### src/rtl/debug_axi_uart.sv
// UART-controlled AXI4 debug master: 'W'/'R' byte commands on rxd become single-beat
// 32-bit AXI accesses, and status plus read data are returned on txd.
module debug_axi_uart #(
    parameter int unsigned CLK_DIV = 16,
    parameter int unsigned AXI_ID  = 0
) (
    input  logic        clk,
    input  logic        rst,
    input  logic        rxd,
    output logic        txd,
    output logic [31:0] awaddr,
    output logic [3:0]  awid,
    output logic [7:0]  awlen,
    output logic [2:0]  awsize,
    output logic [1:0]  awburst,
    output logic        awvalid,
    input  logic        awready,
    output logic [31:0] wdata,
    output logic [3:0]  wstrb,
    output logic        wlast,
    output logic        wvalid,
    input  logic        wready,
    input  logic [3:0]  bid,
    input  logic [1:0]  bresp,
    input  logic        bvalid,
    output logic        bready,
    output logic [31:0] araddr,
    output logic [3:0]  arid,
    output logic [7:0]  arlen,
    output logic [2:0]  arsize,
    output logic [1:0]  arburst,
    output logic        arvalid,
    input  logic        arready,
    input  logic [31:0] rdata,
    input  logic [3:0]  rid,
    input  logic [1:0]  rresp,
    input  logic        rlast,
    input  logic        rvalid,
    output logic        rready
);

    localparam int unsigned CW   = $clog2(CLK_DIV + 1);
    localparam int unsigned HALF = CLK_DIV / 2;

    typedef enum logic [2:0] {RX_ARM, RX_IDLE, RX_START, RX_DATA, RX_STOP} rx_state_t;
    typedef enum logic [2:0] {P_IDLE, P_COLLECT, P_WR, P_B, P_AR, P_R, P_TX} p_state_t;

    assign awid    = 4'(AXI_ID);
    assign arid    = 4'(AXI_ID);
    assign awlen   = 8'd0;
    assign arlen   = 8'd0;
    assign awsize  = 3'b010;
    assign arsize  = 3'b010;
    assign awburst = 2'b01;
    assign arburst = 2'b01;
    assign wstrb   = 4'hF;
    assign wlast   = 1'b1;

    logic unused_inputs;
    assign unused_inputs = ^{bid, rid, rlast};

    logic            rx_s1_q, rx_s2_q;
    rx_state_t       rx_state_q, rx_state_d;
    logic [CW-1:0]   rx_cnt_q, rx_cnt_d;
    logic [2:0]      rx_bits_q, rx_bits_d;
    logic [7:0]      rx_shift_q, rx_shift_d;
    logic            rx_valid_q, rx_valid_d;
    logic            rx_err_q, rx_err_d;

    p_state_t        p_state_q, p_state_d;
    logic [63:0]     sh_q, sh_d;
    logic [3:0]      byte_cnt_q, byte_cnt_d;
    logic            is_wr_q, is_wr_d;
    logic [31:0]     awaddr_q, awaddr_d, wdata_q, wdata_d, araddr_q, araddr_d;
    logic            awvalid_q, awvalid_d, wvalid_q, wvalid_d, bready_q, bready_d;
    logic            arvalid_q, arvalid_d, rready_q, rready_d;
    logic            txd_q, txd_d;
    logic [39:0]     tx_buf_q, tx_buf_d;
    logic [2:0]      tx_left_q, tx_left_d;
    logic [8:0]      tx_frame_q, tx_frame_d;
    logic [3:0]      tx_bit_q, tx_bit_d;
    logic [CW-1:0]   tx_cyc_q, tx_cyc_d;
    logic            tx_go;
    logic [39:0]     tx_load;
    logic [2:0]      tx_n;
    logic            aw_done, w_done;

    assign txd     = txd_q;
    assign awaddr  = awaddr_q;
    assign wdata   = wdata_q;
    assign araddr  = araddr_q;
    assign awvalid = awvalid_q;
    assign wvalid  = wvalid_q;
    assign bready  = bready_q;
    assign arvalid = arvalid_q;
    assign rready  = rready_q;

    // Receiver: arm on a full bit-time of idle, mid-bit sampling, glitch and framing checks.
    always_comb begin
        rx_state_d = rx_state_q;
        rx_cnt_d   = rx_cnt_q;
        rx_bits_d  = rx_bits_q;
        rx_shift_d = rx_shift_q;
        rx_valid_d = 1'b0;
        rx_err_d   = 1'b0;
        case (rx_state_q)
            RX_ARM: begin
                if (!rx_s2_q) begin
                    rx_cnt_d = '0;
                end else if (rx_cnt_q == CW'(CLK_DIV - 1)) begin
                    rx_cnt_d   = '0;
                    rx_state_d = RX_IDLE;
                end else begin
                    rx_cnt_d = rx_cnt_q + CW'(1);
                end
            end
            RX_IDLE: begin
                if (!rx_s2_q) begin
                    rx_cnt_d   = CW'(1);
                    rx_state_d = RX_START;
                end
            end
            RX_START: begin
                if (rx_cnt_q == CW'(HALF)) begin
                    if (rx_s2_q) begin
                        rx_state_d = RX_IDLE;
                    end else begin
                        rx_cnt_d   = CW'(1);
                        rx_bits_d  = '0;
                        rx_state_d = RX_DATA;
                    end
                end else begin
                    rx_cnt_d = rx_cnt_q + CW'(1);
                end
            end
            RX_DATA: begin
                if (rx_cnt_q == CW'(CLK_DIV)) begin
                    rx_shift_d = {rx_s2_q, rx_shift_q[7:1]};
                    rx_cnt_d   = CW'(1);
                    rx_bits_d  = rx_bits_q + 3'd1;
                    if (rx_bits_q == 3'd7) begin
                        rx_state_d = RX_STOP;
                    end
                end else begin
                    rx_cnt_d = rx_cnt_q + CW'(1);
                end
            end
            RX_STOP: begin
                if (rx_cnt_q == CW'(CLK_DIV)) begin
                    rx_cnt_d = '0;
                    if (rx_s2_q) begin
                        rx_valid_d = 1'b1;
                        rx_state_d = RX_IDLE;
                    end else begin
                        rx_err_d   = 1'b1;
                        rx_state_d = RX_ARM;
                    end
                end else begin
                    rx_cnt_d = rx_cnt_q + CW'(1);
                end
            end
            default: rx_state_d = RX_ARM;
        endcase
    end

    // Command parser, AXI sequencing and reply transmitter.
    always_comb begin
        p_state_d  = p_state_q;
        sh_d       = sh_q;
        byte_cnt_d = byte_cnt_q;
        is_wr_d    = is_wr_q;
        awaddr_d   = awaddr_q;
        wdata_d    = wdata_q;
        araddr_d   = araddr_q;
        awvalid_d  = awvalid_q;
        wvalid_d   = wvalid_q;
        bready_d   = bready_q;
        arvalid_d  = arvalid_q;
        rready_d   = rready_q;
        txd_d      = txd_q;
        tx_buf_d   = tx_buf_q;
        tx_left_d  = tx_left_q;
        tx_frame_d = tx_frame_q;
        tx_bit_d   = tx_bit_q;
        tx_cyc_d   = tx_cyc_q;
        tx_go      = 1'b0;
        tx_load    = '0;
        tx_n       = '0;
        aw_done    = !awvalid_q || awready;
        w_done     = !wvalid_q || wready;
        case (p_state_q)
            P_IDLE: begin
                if (rx_valid_q && (rx_shift_q == 8'h57 || rx_shift_q == 8'h52)) begin
                    is_wr_d    = (rx_shift_q == 8'h57);
                    byte_cnt_d = '0;
                    p_state_d  = P_COLLECT;
                end
            end
            P_COLLECT: begin
                if (rx_err_q) begin
                    p_state_d = P_IDLE;
                end else if (rx_valid_q) begin
                    sh_d       = {sh_q[55:0], rx_shift_q};
                    byte_cnt_d = byte_cnt_q + 4'd1;
                    if (is_wr_q && byte_cnt_q == 4'd7) begin
                        awaddr_d  = sh_q[55:24];
                        wdata_d   = {sh_q[23:0], rx_shift_q};
                        awvalid_d = 1'b1;
                        wvalid_d  = 1'b1;
                        p_state_d = P_WR;
                    end else if (!is_wr_q && byte_cnt_q == 4'd3) begin
                        araddr_d  = {sh_q[23:0], rx_shift_q};
                        arvalid_d = 1'b1;
                        p_state_d = P_AR;
                    end
                end
            end
            P_WR: begin
                if (awvalid_q && awready) awvalid_d = 1'b0;
                if (wvalid_q && wready)   wvalid_d  = 1'b0;
                if (aw_done && w_done) begin
                    bready_d  = 1'b1;
                    p_state_d = P_B;
                end
            end
            P_B: begin
                if (bvalid) begin
                    bready_d = 1'b0;
                    tx_go    = 1'b1;
                    tx_load  = {(bresp == 2'b00) ? 8'h4B : 8'h45, 32'h0};
                    tx_n     = 3'd1;
                end
            end
            P_AR: begin
                if (arready) begin
                    arvalid_d = 1'b0;
                    rready_d  = 1'b1;
                    p_state_d = P_R;
                end
            end
            P_R: begin
                if (rvalid) begin
                    rready_d = 1'b0;
                    tx_go    = 1'b1;
                    tx_load  = {(rresp == 2'b00) ? 8'h4B : 8'h45, rdata};
                    tx_n     = 3'd5;
                end
            end
            P_TX: begin
                if (tx_cyc_q == CW'(CLK_DIV - 1)) begin
                    tx_cyc_d = '0;
                    if (tx_bit_q == 4'd9) begin
                        if (tx_left_q != 3'd0) begin
                            tx_frame_d = {1'b1, tx_buf_q[39:32]};
                            tx_buf_d   = {tx_buf_q[31:0], 8'h00};
                            tx_left_d  = tx_left_q - 3'd1;
                            tx_bit_d   = '0;
                            txd_d      = 1'b0;
                        end else begin
                            txd_d     = 1'b1;
                            p_state_d = P_IDLE;
                        end
                    end else begin
                        txd_d      = tx_frame_q[0];
                        tx_frame_d = {1'b1, tx_frame_q[8:1]};
                        tx_bit_d   = tx_bit_q + 4'd1;
                    end
                end else begin
                    tx_cyc_d = tx_cyc_q + CW'(1);
                end
            end
            default: p_state_d = P_IDLE;
        endcase
        // The start bit of the first reply byte goes out on the same edge the response is taken.
        if (tx_go) begin
            tx_frame_d = {1'b1, tx_load[39:32]};
            tx_buf_d   = {tx_load[31:0], 8'h00};
            tx_left_d  = tx_n - 3'd1;
            tx_bit_d   = '0;
            tx_cyc_d   = '0;
            txd_d      = 1'b0;
            p_state_d  = P_TX;
        end
    end

    always_ff @(posedge clk) begin
        if (rst) begin
            rx_s1_q    <= 1'b1;
            rx_s2_q    <= 1'b1;
            rx_state_q <= RX_ARM;
            rx_cnt_q   <= '0;
            rx_bits_q  <= '0;
            rx_shift_q <= '0;
            rx_valid_q <= 1'b0;
            rx_err_q   <= 1'b0;
            p_state_q  <= P_IDLE;
            sh_q       <= '0;
            byte_cnt_q <= '0;
            is_wr_q    <= 1'b0;
            awaddr_q   <= '0;
            wdata_q    <= '0;
            araddr_q   <= '0;
            awvalid_q  <= 1'b0;
            wvalid_q   <= 1'b0;
            bready_q   <= 1'b0;
            arvalid_q  <= 1'b0;
            rready_q   <= 1'b0;
            txd_q      <= 1'b1;
            tx_buf_q   <= '0;
            tx_left_q  <= '0;
            tx_frame_q <= '1;
            tx_bit_q   <= '0;
            tx_cyc_q   <= '0;
        end else begin
            rx_s1_q    <= rxd;
            rx_s2_q    <= rx_s1_q;
            rx_state_q <= rx_state_d;
            rx_cnt_q   <= rx_cnt_d;
            rx_bits_q  <= rx_bits_d;
            rx_shift_q <= rx_shift_d;
            rx_valid_q <= rx_valid_d;
            rx_err_q   <= rx_err_d;
            p_state_q  <= p_state_d;
            sh_q       <= sh_d;
            byte_cnt_q <= byte_cnt_d;
            is_wr_q    <= is_wr_d;
            awaddr_q   <= awaddr_d;
            wdata_q    <= wdata_d;
            araddr_q   <= araddr_d;
            awvalid_q  <= awvalid_d;
            wvalid_q   <= wvalid_d;
            bready_q   <= bready_d;
            arvalid_q  <= arvalid_d;
            rready_q   <= rready_d;
            txd_q      <= txd_d;
            tx_buf_q   <= tx_buf_d;
            tx_left_q  <= tx_left_d;
            tx_frame_q <= tx_frame_d;
            tx_bit_q   <= tx_bit_d;
            tx_cyc_q   <= tx_cyc_d;
        end
    end

endmodule

### config.mk
export PLATFORM = sky130hd
export DESIGN_NAME = debug_axi_uart
export DESIGN_NICKNAME = d
export VERILOG_FILES = /design/src/rtl/debug_axi_uart.sv
export SDC_FILE = /design/constraint.sdc
export NUM_CORES = 1
export LEC_CHECK = 0
export BUFFER_PORTS_ARGS = -buffer_cell sky130_fd_sc_hd__buf_4
export CAP_MARGIN = 20
export CORE_AREA = 2 2 180 129
export DETAILED_ROUTE_END_ITERATION = 8
export DIE_AREA = 0 0 182 131
export PLACE_DENSITY_LB_ADDON = 0.2
export SETUP_SLACK_MARGIN = 0.1
export SLEW_MARGIN = 20
export SYNTH_ARGS = -nofsm -noshare
export SYNTH_HDL_FRONTEND = slang
export SYNTH_SLANG_ARGS = --single-unit
### constraint.sdc
create_clock -name clk -period 3 [get_ports clk]
set_input_delay 0.6 -clock clk [delete_from_list [all_inputs] [get_ports clk]]
set_output_delay 0.6 -clock clk [all_outputs]
set_load 0.005 [all_outputs]
; Yosys cells after proc, flatten, opt, wreduce, memory -nomap -nowiden
; Index checks and enable logic that the tools add are counted.
[classes]
reduce_logical = 50
mux = 92
addsub = 7
eq_ne = 56
n_bitwise = 5
[op_table]
columns = operator, n
row1 = 40-bit 2-to-1 mux, 5
row2 = 3-bit 2-to-1 mux, 27
row3 = 39-bit 2-to-1 mux, 2
row4 = 39-bit one-hot mux with 2 select lines, 1
row5 = 2-bit != test (second input constant), 23
row6 = 5-bit 2-to-1 mux, 7
row7 = 4-bit 2-to-1 mux, 7
row8 = 1-bit 2-to-1 mux, 25
row9 = 5-bit one-hot mux with 5 select lines, 1
row10 = 8-bit 2-to-1 mux, 3
row11 = 3-bit != test (second input constant), 7
row12 = 2-bit nonzero test, 10
row13 = 9-bit 2-to-1 mux, 2
row14 = 3-bit one-hot mux with 6 select lines, 1
row15 = 9-bit AND reduction, 2
row16 = 8-bit by 7-bit == test with 1-bit output (second input constant), 2
row17 = 4-bit AND reduction, 4
row18 = 3-bit == test (second input constant), 5
row19 = 5-bit by 4-bit == test with 1-bit output (second input constant), 3
row20 = 3-bit one-hot mux with 5 select lines, 1
row21 = 3-bit AND reduction, 5
row22 = 5-bit AND reduction, 3
row23 = 3-bit by 2-bit == test with 1-bit output (second input constant), 4
row24 = 1-bit one-hot mux with 2 select lines, 6
row25 = 29 further kinds, 54
[totals]
reg_bits = 242
out_inout_bits = 141
inputBits = 53

; Longest topological paths before layout
; Gate-level depths: netlist of run 1.
[depth]
ltp_word = 8
mapped_depth = 10
depth_no_buf = 9

; Least setup slack after synthesis of run 1
; No wires, ideal clock.
[synth_timing]
kind = input port to flip-flop
start = input bvalid
end = register tx_left_q[2]
cell_stages = 9
arrival_time_ps = 1878
setup_time_ps = 133
path_slack_ps = 990
path_buffers = 2
required_ps = 2867
cell_sequence = and3b_1 o21ai_0 buf_2 buf_2 nand2_1 ha_1 nor2b_1 o211ai_1 a31oi_1
[synth_via]
elab_chain_len = 4
[synth_rtl]
columns = item, line
row1 = start: declaration, 25  ; input logic bvalid,
row2 = 1-bit 2-to-1 mux, 227  ; if (bvalid) begin
row3 = 3-bit one-hot mux with 2 select lines / 1-bit one-hot mux with 2 select lines (equally long branches), 191  ; case (p_state_q)
row4 = 3-bit by 1-bit subtractor with 3-bit output / 2-bit nonzero test (equally long branches), --
row5 = 3-bit 2-to-1 mux / 4-bit AND reduction (equally long branches), --
row6 = end signal: assignment, 337  ; tx_left_q <= tx_left_d;
row7 = end: declaration, 79  ; logic [2:0] tx_left_q, tx_left_d;
; Several ways; a longest one is shown, not always the timed one.
; A chain may end at the register's enable or synchronous reset.

; Worst setup path after layout of run 1
[layout_timing]
start = register p_state_q[0]
end = register araddr_q[31] (netlist: araddr[31])
[layout_via]
elab_chain_len = 2
[layout_rtl]
columns = item, line
row1 = start: declaration, 70  ; p_state_t p_state_q, p_state_d;
row2 = start signal: assignment, 323  ; p_state_q <= p_state_d;
row3 = 3-bit by 1-bit == test with 1-bit output, 191
row4 = 5-bit AND reduction (no line), --
row5 = end signal: assignment, 329  ; araddr_q <= araddr_d;
row6 = end: declaration, 74  ; logic [31:0] awaddr_q, awaddr_d, wdata_q, wdata_d, araddr_q, araddr_d;
; No other way between the ends.

==> implementation parameters, run 1 <==
Parameter                              Value

STA
  Hold violation total from the final report ... 0
  Total Negative Setup Slacks ... 0 ns
  Unrepaired setup endpoints after global routing ... no
  Smallest hold slack ... 0.274 ns
  Post-route clock period utilization ... 80.7%
  Relative slew slack ... 54.0%
  Number of endpoints failing setup at the final stage ... 0
  Achievable clock frequency ... 413 MHz
  Number of slew-limit violations in the final report ... 0
  Worst clock skew ... 0.0198 ns
  Worst slew pin tran ... 0.689 ns
  Post-layout min period ... 2.42 ns

Clocking
  Clk buf depth ... 3
  Post-CTS setup buffers ... 0
  Number of clock buffers inserted by TritonCTS ... 25
  Clk Latency, worst-skew pair ... 0.53 ns
  # clock sinks ... 241
  CTS tree ... done
  Hold buffer count at cts ... 0
  H-tree levels ... 1
  Clock Tree Root ... sky130_fd_sc_hd__clkbuf_16
  Gates resized, CTS repair ... 0
  Clk slew on worst S/H paths ... 0.06 ns

Final layout
  Area overhead of the layout relative to synthesis ... 20.1%
  Number of nets in the layout ... 1380
  Diodes inserted ... 0
  Fraction of layout cells with a size suffix above 1 ... 16.8%

Setup path
  WP data required ... 3.44 ns
  Crit path kind ... register to register
  Worst Path Max Fanout ... 32
  Endpoint kind of the worst setup timing path ... register
  Critical path data arrival time ... 2.86 ns
  Startpoint kind of the worst setup timing path ... register

Power
  Switching share of total power ... 24.7%
  Total net switching power ... 0.00190 W
  Cell Int Power ... 0.00577 W
  Clock share of power ... 44.8%
  Fraction of power consumed by combinational cells ... 10.2%
  Pwr/cell area ... 649 nW/um2
  Sequential fraction of design power ... 45.0%
  Standby leakage power ... 4.48 nW
  Worst voltage drop across the vdd grid ... 405 uV

Worst hold path
  Kind of path behind the tightest hold check ... input port to register

Logic synthesis
  Area share of the leading cell type in the synthesized netlist ... 49.0%
  Fraction of synthesis flops using an asynchronous set or reset pin ... 0%
  Proportion of synthesized area in mux cells ... 1.34%
  Post-synthesis compound-gate area fraction ... 16.8%
  Main combinational cell family by area after synthesis ... simple AND/OR/NAND/NOR gates
  Yosys warns ... 0
  EDFF count, synth ... 0
  Post-synthesis share of cell area spent on full adders, half adders and majority gates ... 1.14%
  Cell types occupying the most area after synthesis ... sky130_fd_sc_hd__dfxtp_1 49%, sky130_fd_sc_hd__nand2_1 13%, sky130_fd_sc_hd__a21oi_1 9.4%
  Summed instance area of the synthesized netlist ... 9840 um2
  Post-Syn Instances ... 1220
  Simple-gate share of the synthesized area ... 23.4%
  Mean cell area of the mapped netlist ... 8.07 um2
  Fraction of synthesized cell area in xor and xnor cells ... 0.801%
  Portion of the post-synthesis area used by sequential elements ... 49.0%
  Post-synth top area cell ... sky130_fd_sc_hd__dfxtp_1
  Predominant post-synthesis flop cell ... sky130_fd_sc_hd__dfxtp_1
  Count of distinct cell types in the synthesized netlist ... 64
  Flops & latches, synth ... 241

Detailed routing
  Residual antenna-violating net count after detailed routing ... 0
  Detailed router's first-iteration violation count ... 716
  Routed vias/inst ... 5.18
  Final wirelength ... 24.0 mm
  Wire length per cell ... 14.7 um
  Initial DRT Pass Iterations ... 5
  Number of vias after detailed routing ... 8419
  DR DRC count ... 0

Global routing
  Overall fraction of global-route tracks in use ... 19.6%
  Overflow left after global routing ... 0
  First-pass GRT wire length ... 38.9 mm
  Antenna violations before repair ... 0
  Largest net degree at the start of global routing ... 116
  Via count of the first global-routing pass ... 7591

Flow run
  Max_cap viols ... 0

Place
  DP Wirelength ... 15.4 mm
  Number of port buffers ... 145
  Weighted congestion at the end of routability-driven global placement ... 0.806

Die
  Core Box Area ... 22200 um2
  Initial Utilization ... 44.3%
  Number of top-level pins ... 194
  Die H ... 131 um
  Count of standard-cell rows ... 46
  Chip width ... 182 um
  Die Footprint ... 23800 um2

Outcome
  Result of the run ... complete, no violations
==> cell usage after synthesis (3+ instances only) <==
library cell and number:
sky130_fd_sc_hd__a211o_1 6, sky130_fd_sc_hd__a211oi_1 5, sky130_fd_sc_hd__a21oi_1 184, sky130_fd_sc_hd__a221oi_1 26, sky130_fd_sc_hd__a22oi_1 9, sky130_fd_sc_hd__a31oi_1 4
sky130_fd_sc_hd__and3_1 7, sky130_fd_sc_hd__and3b_1 3, sky130_fd_sc_hd__and4b_1 4, sky130_fd_sc_hd__buf_2 24, sky130_fd_sc_hd__buf_4 45, sky130_fd_sc_hd__clkbuf_1 55
sky130_fd_sc_hd__dfxtp_1 241, sky130_fd_sc_hd__ha_1 9, sky130_fd_sc_hd__inv_1 12, sky130_fd_sc_hd__mux2i_1 12, sky130_fd_sc_hd__nand2_1 345, sky130_fd_sc_hd__nand2b_1 5
sky130_fd_sc_hd__nand3_1 13, sky130_fd_sc_hd__nand4_1 4, sky130_fd_sc_hd__nor2_1 77, sky130_fd_sc_hd__nor2b_1 6, sky130_fd_sc_hd__nor3_1 35, sky130_fd_sc_hd__nor4_1 3
sky130_fd_sc_hd__o211ai_1 4, sky130_fd_sc_hd__o21ai_0 15, sky130_fd_sc_hd__o22ai_1 5, sky130_fd_sc_hd__or2_2 5, sky130_fd_sc_hd__or3_1 3, sky130_fd_sc_hd__xnor2_1 6
sky130_fd_sc_hd__xor2_1 3
==> flip-flops by register name (all words and copies together) (netlist names), 4 cells and up <==
signal,cells
araddr,32
awaddr,32
byte_cnt_q,4
rx_cnt_q,5
rx_shift_q,8
sh_q,56
tx_bit_q,4
tx_buf_q,32
tx_cyc_q,5
tx_frame_q,8
wdata,32
==> per-stage QoR <==
stage	util, %	area (um2)	setup slack [ns]	instances	power [W]
CTS	53.2	11800	0.578	1625	0.00774
finish	53.2	11800	0.578	1625	0.00767
floorplan	-	9980	0.990	1257	0.00412
global placement	49.0	10900	0.652	1579	0.00429
global route	53.2	11800	0.326	1625	0.00800
detailed placement	49.0	10900	0.608	1579	0.00430
==> final cells by class <==
type | count | area, um2
repair buffers | 159 | 1220
clock inverters | 16 | 260
clock buffers | 30 | 664
fillers | 2147 | 10400
multi-input cells | 879 | 4440
well taps | 288 | 360
flip-flops and latches | 241 | 4820
inverters | 12 | 45.0
==> power groups by stage <==
| stage | registers [W] | logic (W) | clock network, W |
|---|---|---|---|
| 2_1_floorplan | 0.00344 | 0.000677 | 0 |
| 3_3_place_gp | 0.00352 | 0.000764 | 0 |
| 3_5_place_dp | 0.00352 | 0.000779 | 0 |
| 4_1_cts | 0.00345 | 0.000782 | 0.00351 |
| 5_1_grt | 0.00348 | 0.000873 | 0.00365 |
| 6_report | 0.00345 | 0.000780 | 0.00343 |
==> metal layers <==
layer	global-route usage, %	wire length [um]	part of all wire, %
met4	4.46	437	1.8
met3	3.71	1370	5.7
met2	28.5	10000	42
met5	0	0	0
met1	29.8	12100	51
==> worst max-delay path, cell delays in order (launching register included) <==
cell	delay [ns]
sky130_fd_sc_hd__dfxtp_1	0.63
sky130_fd_sc_hd__nor4b_4	0.44
sky130_fd_sc_hd__and2_2	0.46
sky130_fd_sc_hd__and3_1	0.22
sky130_fd_sc_hd__buf_4	0.34
sky130_fd_sc_hd__nand2_1	0.09
sky130_fd_sc_hd__a21oi_1	0.15
==> final timing paths <==
check,endpoint,start,slack [ns],depth (start not counted)
max reg2reg,araddr[31]$_SDFFE_PP0P_,p_state_q[0]$_SDFFE_PP0P_,0.58,6
max,araddr[31]$_SDFFE_PP0P_,p_state_q[0]$_SDFFE_PP0P_,0.58,6
min,rx_s1_q$_SDFF_PP1_,rxd,0.27,2
min reg2reg,rx_s2_q$_SDFF_PP1_,rx_s1_q$_SDFF_PP1_,0.43,1
==> placed cells by master, fill, tap and decap left out, drive strengths merged, types with 7 or more instances in the layout <==
cell type,Yosys,final
a21oi,184,184
a221oi,26,26
a22oi,9,9
and3,7,7
buf,70,159
clkbuf,55,30
conb,2,39
dfxtp,241,241
ha,9,9
inv,12,14
mux2i,12,12
nand2,345,345
nand3,13,13
nor2,79,79
nor3,35,35
o21ai,15,15
==> cell families after synthesis <==
family                   after synthesis
XOR/XNOR                               9
adder cells (fa/ha/maj)                9
multiplexers                          13
AO/OA/AOI/OAI                        279
buffers and inverters                137
flip-flops                           241
AND/OR/NAND/NOR                      530
other                                  2
Note: power is estimated with default switching activity, not from simulation.
==> run 2: changes to the inputs <==
--- a/config.mk
+++ b/config.mk
@@ -5,11 +5,12 @@
 export SDC_FILE = /design/constraint.sdc
 export NUM_CORES = 1
 export LEC_CHECK = 0
+export ABC_AREA = 1
 export BUFFER_PORTS_ARGS = -buffer_cell sky130_fd_sc_hd__buf_4
 export CAP_MARGIN = 20
-export CORE_AREA = 2 2 180 129
+export CORE_AREA = 2 2 184 132
 export DETAILED_ROUTE_END_ITERATION = 8
-export DIE_AREA = 0 0 182 131
+export DIE_AREA = 0 0 186 134
 export PLACE_DENSITY_LB_ADDON = 0.2
 export SETUP_SLACK_MARGIN = 0.1
 export SLEW_MARGIN = 20
==> constraint.sdc (replaced) <==
create_clock -name clk -period 2.52 [get_ports clk]
set_input_delay 0.504 -clock clk [delete_from_list [all_inputs] [get_ports clk]]
set_output_delay 0.504 -clock clk [all_outputs]
set_load 0.005 [all_outputs]
==> run 2 against run 1 <==
Compared with the run above:
- worst hold slack worse by 0.090 ns
- critical path depth rose by 2
- design area rose by 2.0%
- sequential power rose by 19%
- register-to-register slack worse by 0.18 ns
- count of clock-buffer cells in the layout up 3
- flip-flop and latch count stayed put
- via count rose by 0.62%
- synthesized cell count grew 4.5%
- global-route usage down 0.55 points
- largest cell class unchanged
==> implementation parameters, run 2 <==
Parameter                              Value

Detailed routing
  Final wirelength ... 24.2 mm (+1.1%)
  Routed vias/inst ... 4.95 (-4.4%)
  Wire length per cell ... 14.2 um (-4.0%)
  Initial DRT Pass Iterations ... 5 (unchanged)
  Residual antenna-violating net count after detailed routing ... 0 (unchanged)
  DR DRC count ... 0 (unchanged)
  Number of vias after detailed routing ... 8471 (+0.62%)
  Detailed router's first-iteration violation count ... 604 (-16%)

Worst hold path
  Hold path startpoint ... rxd
  Kind of path behind the tightest hold check ... input port to register
  Min-Delay Endpoint ... rx_s1_q$_SDFF_PP1_
  Hold Path Depth ... 2 (unchanged)

Clocking
  Number of clock buffers inserted by TritonCTS ... 24 (-4.0%)
  H-tree levels ... 1 (unchanged)
  Gates resized, CTS repair ... 0 (unchanged)
  Clk Latency, worst-skew pair ... 0.52 ns (about the same)
  Clk buf depth ... 3 (unchanged)
  CTS tree ... done
  Hold buffer count at cts ... 0 (unchanged)
  # clock sinks ... 241 (unchanged)
  Clock Tree Root ... sky130_fd_sc_hd__clkbuf_16
  Post-CTS setup buffers ... 0 (unchanged)
  Clk slew on worst S/H paths ... 0.06 ns (about the same)

Setup path
  Critical R2R Capture ... wdata[31]$_SDFFE_PP0P_
  Critical path data arrival time ... 2.56 ns (-0.30 ns)
  Worst setup slack for register-to-register paths ... 0.40 ns (-0.18 ns)
  Launch point of the worst reg-to-reg path ... p_state_q[1]$_SDFFE_PP0P_
  Worst Path Max Fanout ... 35 (+9.4%)
  Startpoint kind of the worst setup timing path ... register
  Register-to-Register Path Depth ... 8 (+2)
  Endpoint kind of the worst setup timing path ... register
  Crit path kind ... register to register
  WP data required ... 2.96 ns (-0.48 ns)

Final layout
  Number of flip-flops in the largest register ... 56 (unchanged)
  Storage cell area ... 4820 um2 (unchanged)
  Number of nets in the layout ... 1444 (+4.6%)
  Area occupied by multi-input gates ... 4380 um2 (-1.4%)
  Top reg by flops ... sh_q
  Filler cell count ... 2269 (+5.7%)
  Area overhead of the layout relative to synthesis ... 17.8%
  Most used cells in the layout excluding fill and tap cells ... 241 x sky130_fd_sc_hd__dfxtp_1, 187 x sky130_fd_sc_hd__nand2_1, 151 x sky130_fd_sc_hd__buf_4
  Fraction of layout cells with a size suffix above 1 ... 18.6% (+1.8 points)
  Most common cell after layout, fill and taps aside ... sky130_fd_sc_hd__dfxtp_1
  Diodes inserted ... 0 (unchanged)

Logic synthesis
  Summed instance area of the synthesized netlist ... 10200 um2 (+3.9%)
  Post-synthesis compound-gate area fraction ... 18.9% (+2.1 points)
  Fraction of synthesized cell area in xor and xnor cells ... 0.257% (-0.54 points)
  Top-count cell post-synth ... sky130_fd_sc_hd__dfxtp_1
  Post-Syn Instances ... 1275 (+4.5%)
  Most frequent cells after synthesis ... 241 x sky130_fd_sc_hd__dfxtp_1, 187 x sky130_fd_sc_hd__nand2_1, 130 x sky130_fd_sc_hd__nor2_1
  Area share of the leading cell type in the synthesized netlist ... 47.2% (-1.9 points)
  Mean cell area of the mapped netlist ... 8.02 um2 (-0.54%)
  Simple-gate share of the synthesized area ... 20.9% (-2.5 points)
  EDFF count, synth ... 0 (unchanged)
  Post-synthesis share of cell area spent on full adders, half adders and majority gates ... 1.10% (-0.043 points)
  Post-synth top area cell ... sky130_fd_sc_hd__dfxtp_1
  Yosys warns ... 0 (unchanged)
  Portion of the post-synthesis area used by sequential elements ... 47.2% (-1.9 points)
  Cell types occupying the most area after synthesis ... sky130_fd_sc_hd__dfxtp_1 47%, sky130_fd_sc_hd__nand2_1 6.9%, sky130_fd_sc_hd__a21oi_1 5.7%
  Count of distinct cell types in the synthesized netlist ... 45 (-30%)
  Flops & latches, synth ... 241 (unchanged)
  Proportion of synthesized area in mux cells ... 0% (-1.3 points)
  Main combinational cell family by area after synthesis ... simple AND/OR/NAND/NOR gates
  Predominant post-synthesis flop cell ... sky130_fd_sc_hd__dfxtp_1
  Fraction of synthesis flops using an asynchronous set or reset pin ... 0% (unchanged)

STA
  Number of slew-limit violations in the final report ... 0 (unchanged)
  Relative slew slack ... 54.8% (+0.77 points)
  Unrepaired setup endpoints after global routing ... no
  Setup WS post-layout ... 0.398 ns (-0.180 ns)
  Post-layout min period ... 2.12 ns (-0.300 ns)
  Number of endpoints failing setup at the final stage ... 0 (unchanged)
  Worst clock skew ... 0.0212 ns (+0.00140 ns)
  Hold violation total from the final report ... 0 (unchanged)
  Total Negative Setup Slacks ... 0 ns (unchanged)
  Worst slew pin tran ... 0.678 ns (-0.0115 ns)
  Post-route clock period utilization ... 84.2% (+3.5 points)
  Achievable clock frequency ... 471 MHz (+14%)

Die
  Die Footprint ... 24900 um2 (+4.5%)
  Initial Utilization ... 44.0% (-0.26 points)
  Die H ... 134 um (+2.3%)
  Count of standard-cell rows ... 47 (+2.2%)
  Core Box Area ... 23200 um2 (+4.6%)
  Chip width ... 186 um (+2.2%)
  Number of top-level pins ... 194 (unchanged)

Global routing
  Antenna violations before repair ... 0 (unchanged)
  Largest net degree at the start of global routing ... 138 (+19%)
  Overall fraction of global-route tracks in use ... 19.0% (-0.55 points)
  Overflow left after global routing ... 0 (unchanged)
  First-pass GRT wire length ... 39.1 mm (+0.44%)
  Via count of the first global-routing pass ... 7628 (+0.49%)

Place
  Weighted congestion at the end of routability-driven global placement ... 0.827 (+2.6%)
  Setup Slack @ Placement ... 0.371 ns (-0.237 ns)
  Number of port buffers ... 145 (unchanged)
  DP Wirelength ... 16.4 mm (+6.9%)

Power
  Standby leakage power ... 4.71 nW (+5.0%)
  Worst voltage drop across the vdd grid ... 392 uV (-3.2%)
  Pwr/cell area ... 718 nW/um2 (+11%)

Outcome
  Result of the run ... complete, no violations

Flow run
  Max_cap viols ... 0 (unchanged)
## run 2: changes by cell type in the layout (fill, tap and decap cells not counted), moves of 26 or more
| cell | delta |
|---|---|
| sky130_fd_sc_hd__nand2_1 | -156 |
| sky130_fd_sc_hd__nor3_1 | -28 |
| sky130_fd_sc_hd__a221oi_1 | -26 |
| sky130_fd_sc_hd__a211oi_1 | +50 |
| sky130_fd_sc_hd__nand3_1 | +76 |
| sky130_fd_sc_hd__inv_1 | +98 |
| sky130_fd_sc_hd__a21oi_1 | -67 |
| sky130_fd_sc_hd__o21ai_0 | +81 |
| sky130_fd_sc_hd__nor2_1 | +53 |
## run 2: routing by layer
layer | up-vias | part of all wire [%] | GRT usage (%)
met5 | - | 0 | 0
met4 | 0 | 1.5 | 4.24
met3 | 28 | 4.7 | 2.61
met2 | 171 | 43 | 28.0
met1 | 3895 | 51 | 29.3
li1 | 4377 | - | -
## run 2: critical path, cell delays in order (launching register included)
cell and delay [ns]:
sky130_fd_sc_hd__dfxtp_1 0.71, sky130_fd_sc_hd__nor2_8 0.06, sky130_fd_sc_hd__nand3_4 0.14, sky130_fd_sc_hd__nor2_4 0.05
sky130_fd_sc_hd__inv_2 0.24, sky130_fd_sc_hd__nor2_1 0.09, sky130_fd_sc_hd__inv_2 0.46, sky130_fd_sc_hd__nand2_1 0.11
sky130_fd_sc_hd__a21oi_1 0.18
## run 2: layout make-up
| cell class | instances | share of cell area (%) |
|---|---|---|
| tap | 318 | 3.30 |
| sequential | 241 | 40.0 |
| clock buffer | 33 | 5.60 |
| inverter | 118 | 3.67 |
| timing repair buffer | 158 | 10.6 |
| clock inverter | 4 | 0.467 |
| multi-input combinational | 839 | 36.4 |
## run 2: worst max path at each step
stage,start,endpoint
floorplan,rx_cnt_q[0]$_SDFFE_PP0P_,rx_state_q[1]$_SDFFE_PP0P_
global placement,p_state_q[2]$_SDFFE_PP0P_,awaddr[2]$_SDFFE_PP0P_
detailed placement,p_state_q[2]$_SDFFE_PP0P_,awaddr[9]$_SDFFE_PP0P_
CTS,p_state_q[2]$_SDFFE_PP0P_,wdata[31]$_SDFFE_PP0P_
global route,p_state_q[2]$_SDFFE_PP0P_,wdata[31]$_SDFFE_PP0P_
finish,p_state_q[1]$_SDFFE_PP0P_,wdata[31]$_SDFFE_PP0P_
## run 2: cells by family (layout without fill, tap and decap cells)
logic type                 count (synthesis)  count (layout)
other                                      2              39
DFF                                      241             241
and+or+nand+nor                          465             465
adders and majority gates                  9               9
xor gates and xnor gates                   3               3
AOI/OAI and AO/OA                        323             323
buffers and inverters                    232             313
## run 2: report_power, final
group          leakage [nW]  total (W)  internal (W)  switching [W]
clock                 0.359    0.00337       0.00195        0.00141
sequential             1.94    0.00409       0.00392       0.000173
combinational          2.41    0.00119      0.000435       0.000759
total                  4.71    0.00865       0.00630        0.00235
## run 2: stage by stage
step                hold slack, ns  instance area, um2  cells  total power [W]  util [%]
detailed placement           0.398               11300   1674          0.00536      48.7
floorplan                    0.389               10400   1312          0.00512         -
global route                 0.165               12100   1711          0.00909      51.9
global placement             0.392               11300   1674          0.00535      48.7
CTS                          0.162               12100   1711          0.00873      51.9
finish                       0.184               12100   1711          0.00865      51.9
==> run 3: changes to the inputs <==
--- a/config.mk
+++ b/config.mk
@@ -5,12 +5,12 @@
 export SDC_FILE = /design/constraint.sdc
 export NUM_CORES = 1
 export LEC_CHECK = 0
-export ABC_AREA = 1
+export ABC_AREA = 0
 export BUFFER_PORTS_ARGS = -buffer_cell sky130_fd_sc_hd__buf_4
 export CAP_MARGIN = 20
-export CORE_AREA = 2 2 184 132
+export CORE_AREA = 2 2 180 129
 export DETAILED_ROUTE_END_ITERATION = 8
-export DIE_AREA = 0 0 186 134
+export DIE_AREA = 0 0 182 131
 export PLACE_DENSITY_LB_ADDON = 0.2
 export SETUP_SLACK_MARGIN = 0.1
 export SLEW_MARGIN = 20
==> constraint.sdc (replaced) <==
create_clock -name clk -period 1.85 [get_ports clk]
set_input_delay 0.37 -clock clk [delete_from_list [all_inputs] [get_ports clk]]
set_output_delay 0.37 -clock clk [all_outputs]
set_load 0.005 [all_outputs]
==> run 3 against run 2 <==
Compared with the run above:
- routed wire length increased by 12%
- sequential share of layout area decreased by 3.7 points
- first-iteration DRC count increased by 16%
- largest cell class is now multi-input gates
- count of clock-buffer cells in the layout decreased by 2
- clock power increased by 55%
- highest routed layer unchanged
- total power increased by 50%
- combinational power increased by 83%
- die area decreased by 4.3%
- flip-flop and latch count unchanged
- critical path type unchanged
- largest power group unchanged
- sequential power increased by 37%
- register-to-register slack got worse by 0.37 ns
- maximum frequency increased by 16%
==> implementation parameters, run 3 (same netlist as run 1, synthesis figures left out) <==
Parameter                              Value

Place
  Setup Slack @ Placement ... -0.0784 ns (-0.449 ns)
  DP Wirelength ... 16.6 mm (+1.1%)
  Number of port buffers ... 145 (unchanged)
  Weighted congestion at the end of routability-driven global placement ... 0.836 (+1.1%)

Setup path
  Critical R2R Capture ... rx_cnt_q[2]$_SDFFE_PP0P_
  Startpoint kind of the worst setup timing path ... register
  Critical path data arrival time ... 2.22 ns (-0.34 ns)
  Crit path cell chain ... inv_4, ha_4, nor4bb_4, buf_4, mux2i_2, a211oi_2, nor2_1, a221o_1
  Crit path kind ... register to register
  Launch point of the worst reg-to-reg path ... rx_cnt_q[0]$_SDFFE_PP0P_
  Worst Path Max Fanout ... 5 (-86%)
  WP data required ... 2.25 ns (-0.71 ns)
  Worst setup slack for register-to-register paths ... 0.03 ns (-0.37 ns)
  Master of the slowest instance on the critical path ... sky130_fd_sc_hd__dfxtp_4
  Crit path largest cell delay ... 0.36 ns (-0.35 ns)
  Register-to-Register Path Depth ... 8 (unchanged)
  Endpoint kind of the worst setup timing path ... register

STA
  Hold violation total from the final report ... 0 (unchanged)
  Unrepaired setup endpoints after global routing ... yes
  Post-route clock period utilization ... 98.6% (+14 points)
  Smallest hold slack ... 0.0458 ns (-0.138 ns)
  Achievable clock frequency ... 548 MHz (+16%)
  Post-layout min period ... 1.82 ns (-0.298 ns)
  Setup WS post-layout ... 0.0266 ns (-0.372 ns)
  Worst clock skew ... 0.0135 ns (-0.00772 ns)
  Number of endpoints failing setup at the final stage ... 0 (unchanged)
  Number of slew-limit violations in the final report ... 0 (unchanged)

Outcome
  Result of the run ... complete, no violations

Power
  Sequential fraction of design power ... 43.0% (-4.3 points)
  Worst voltage drop across the vdd grid ... 621 uV (+58%)
  Standby leakage power ... 5.18 nW (+10%)
  Pwr/cell area ... 972 nW/um2 (+35%)
  Switching share of total power ... 26.4% (-0.70 points)
  Fraction of power consumed by combinational cells ... 16.7% (+2.9 points)
  Cell Int Power ... 0.00957 W (+52%)
  Clock share of power ... 40.2% (+1.3 points)
  Total net switching power ... 0.00343 W (+46%)

Clocking
  Clock Tree Root ... sky130_fd_sc_hd__clkbuf_16
  Clk Latency, worst-skew pair ... 0.52 ns (about the same)
  CTS tree ... done
  # clock sinks ... 241 (unchanged)
  Hold buffer count at cts ... 0 (unchanged)
  Number of clock buffers inserted by TritonCTS ... 25 (+4.2%)
  Clk slew on worst S/H paths ... 0.06 ns (about the same)
  Clk buf depth ... 3 (unchanged)
  H-tree levels ... 1 (unchanged)

Final layout
  Area occupied by multi-input gates ... 5110 um2 (+17%)
  Top reg by flops ... sh_q
  Number of nets in the layout ... 1466 (+1.5%)
  Post-Route Utilization ... 60.2% (+8.3 points)
  Most common cell after layout, fill and taps aside ... sky130_fd_sc_hd__nand2_1
  Diodes inserted ... 0 (unchanged)
  Number of flip-flops in the largest register ... 56 (unchanged)
  Most used cells in the layout excluding fill and tap cells ... 341 x sky130_fd_sc_hd__nand2_1, 227 x sky130_fd_sc_hd__dfxtp_1, 211 x sky130_fd_sc_hd__buf_4
  Fraction of layout cells with a size suffix above 1 ... 29.4% (+11 points)
  Storage cell area ... 4860 um2 (+0.73%)
  Area overhead of the layout relative to synthesis ... 35.9%
  Filler cell count ... 1957 (-14%)

Detailed routing
  Detailed router's first-iteration violation count ... 702 (+16%)
  Residual antenna-violating net count after detailed routing ... 0 (unchanged)
  Final wirelength ... 27.0 mm (+12%)
  Number of vias after detailed routing ... 9018 (+6.5%)
  Initial DRT Pass Iterations ... 5 (unchanged)
  Wire length per cell ... 15.8 um (+12%)
  DR DRC count ... 0 (unchanged)
  Routed vias/inst ... 5.27 (+6.5%)

Die
  Core Box Area ... 22200 um2 (-4.4%)
  Initial Utilization ... 44.3% (+0.26 points)
  Count of standard-cell rows ... 46 (-2.1%)
  Die H ... 131 um (-2.2%)
  Chip width ... 182 um (-2.2%)
  Number of top-level pins ... 194 (unchanged)
  Die Footprint ... 23800 um2 (-4.3%)

Global routing
  Antenna violations before repair ... 0 (unchanged)
  Overall fraction of global-route tracks in use ... 20.4% (+1.4 points)
  First-pass GRT wire length ... 40.3 mm (+3.0%)
  Largest net degree at the start of global routing ... 89 (-36%)
  Overflow left after global routing ... 0 (unchanged)
  Via count of the first global-routing pass ... 7866 (+3.1%)

Worst hold path
  Min-Delay Endpoint ... rx_s1_q$_SDFF_PP1_
  Hold path startpoint ... rxd
  Kind of path behind the tightest hold check ... input port to register
  Hold Path Depth ... 2 (unchanged)

Flow run
  Max_cap viols ... 0 (unchanged)
## run 3: timing repair
item                                    in CTS  in global routing
pin swaps                                    9                 44
endpoints found under the setup margin     103                119
cloned                                       0                  8
setup buffers                                3                 18
gates resized for setup                     43                111
## run 3: power by group through the flow
stage                     logic, W  clock network, W  registers [W]
after CTS                  0.00166           0.00532        0.00556
final                      0.00218           0.00523        0.00559
after floorplan            0.00110                 0        0.00558
after global placement     0.00155                 0        0.00565
after global routing       0.00236           0.00555        0.00561
after detailed placement   0.00156                 0        0.00566
## run 3: worst max-delay path by stage
| stage | from | to | slack, ns | depth (start not counted) |
|---|---|---|---|---|
| final | rx_cnt_q[0]$_SDFFE_PP0P_ | rx_cnt_q[2]$_SDFFE_PP0P_ | 0.03 | 8 |
| after global placement | rx_cnt_q[0]$_SDFFE_PP0P_ | rx_shift_q[4]$_SDFFE_PP0P_ | -0.008 | 6 |
| after floorplan | rx_cnt_q[0]$_SDFFE_PP0P_ | rx_cnt_q[2]$_SDFFE_PP0P_ | 0.1 | 8 |
| after CTS | rx_cnt_q[0]$_SDFFE_PP0P_ | rx_cnt_q[2]$_SDFFE_PP0P_ | 0.02 | 8 |
| after global routing | rx_cnt_q[1]$_SDFFE_PP0P_ | rx_cnt_q[2]$_SDFFE_PP0P_ | -0.07 | 8 |
| after detailed placement | rx_cnt_q[0]$_SDFFE_PP0P_ | rx_cnt_q[0]$_SDFFE_PP0P_ | -0.08 | 8 |
## run 3: critical path: cells and delay by family (launching register included)
family / cells / cell delay [ns]
compound gates: 2 / 0.57
mux: 1 / 0.09
fa+ha+maj: 1 / 0.14
buf+inv: 2 / 0.25
simple gates: 2 / 0.29
flops: 1 / 0.36
## run 3: metal layers
layer	share of wire, %	routed length (um)	track usage (%)	vias to the layer above
li1	-	-	-	4437
met1	50	13500	30.9	4306
met2	43	11500	30.2	244
met3	6.0	1620	3.80	31
met4	1.6	422	4.36	0
met5	0	0	0	-
## run 3: stage by stage
stage                     cell area, um2  power (W)  TNS, ns  instances
after floorplan                     9990    0.00669        0       1257
after global placement             11500    0.00720  -0.0424       1636
after detailed placement           11500    0.00722   -0.684       1636
after CTS                          12500     0.0125        0       1685
after global routing               13400     0.0135   -0.383       1711
final                              13400     0.0130        0       1711
## run 3: final cells by class
| type | instances | share of cell area (%) |
|---|---|---|
| well taps | 288 | 2.69 |
| clock buffers | 31 | 5.22 |
| flip-flops and latches | 241 | 36.3 |
| repair buffers | 244 | 16.0 |
| inverters | 12 | 0.355 |
| multi-input cells | 880 | 38.2 |
| clock inverters | 15 | 1.24 |
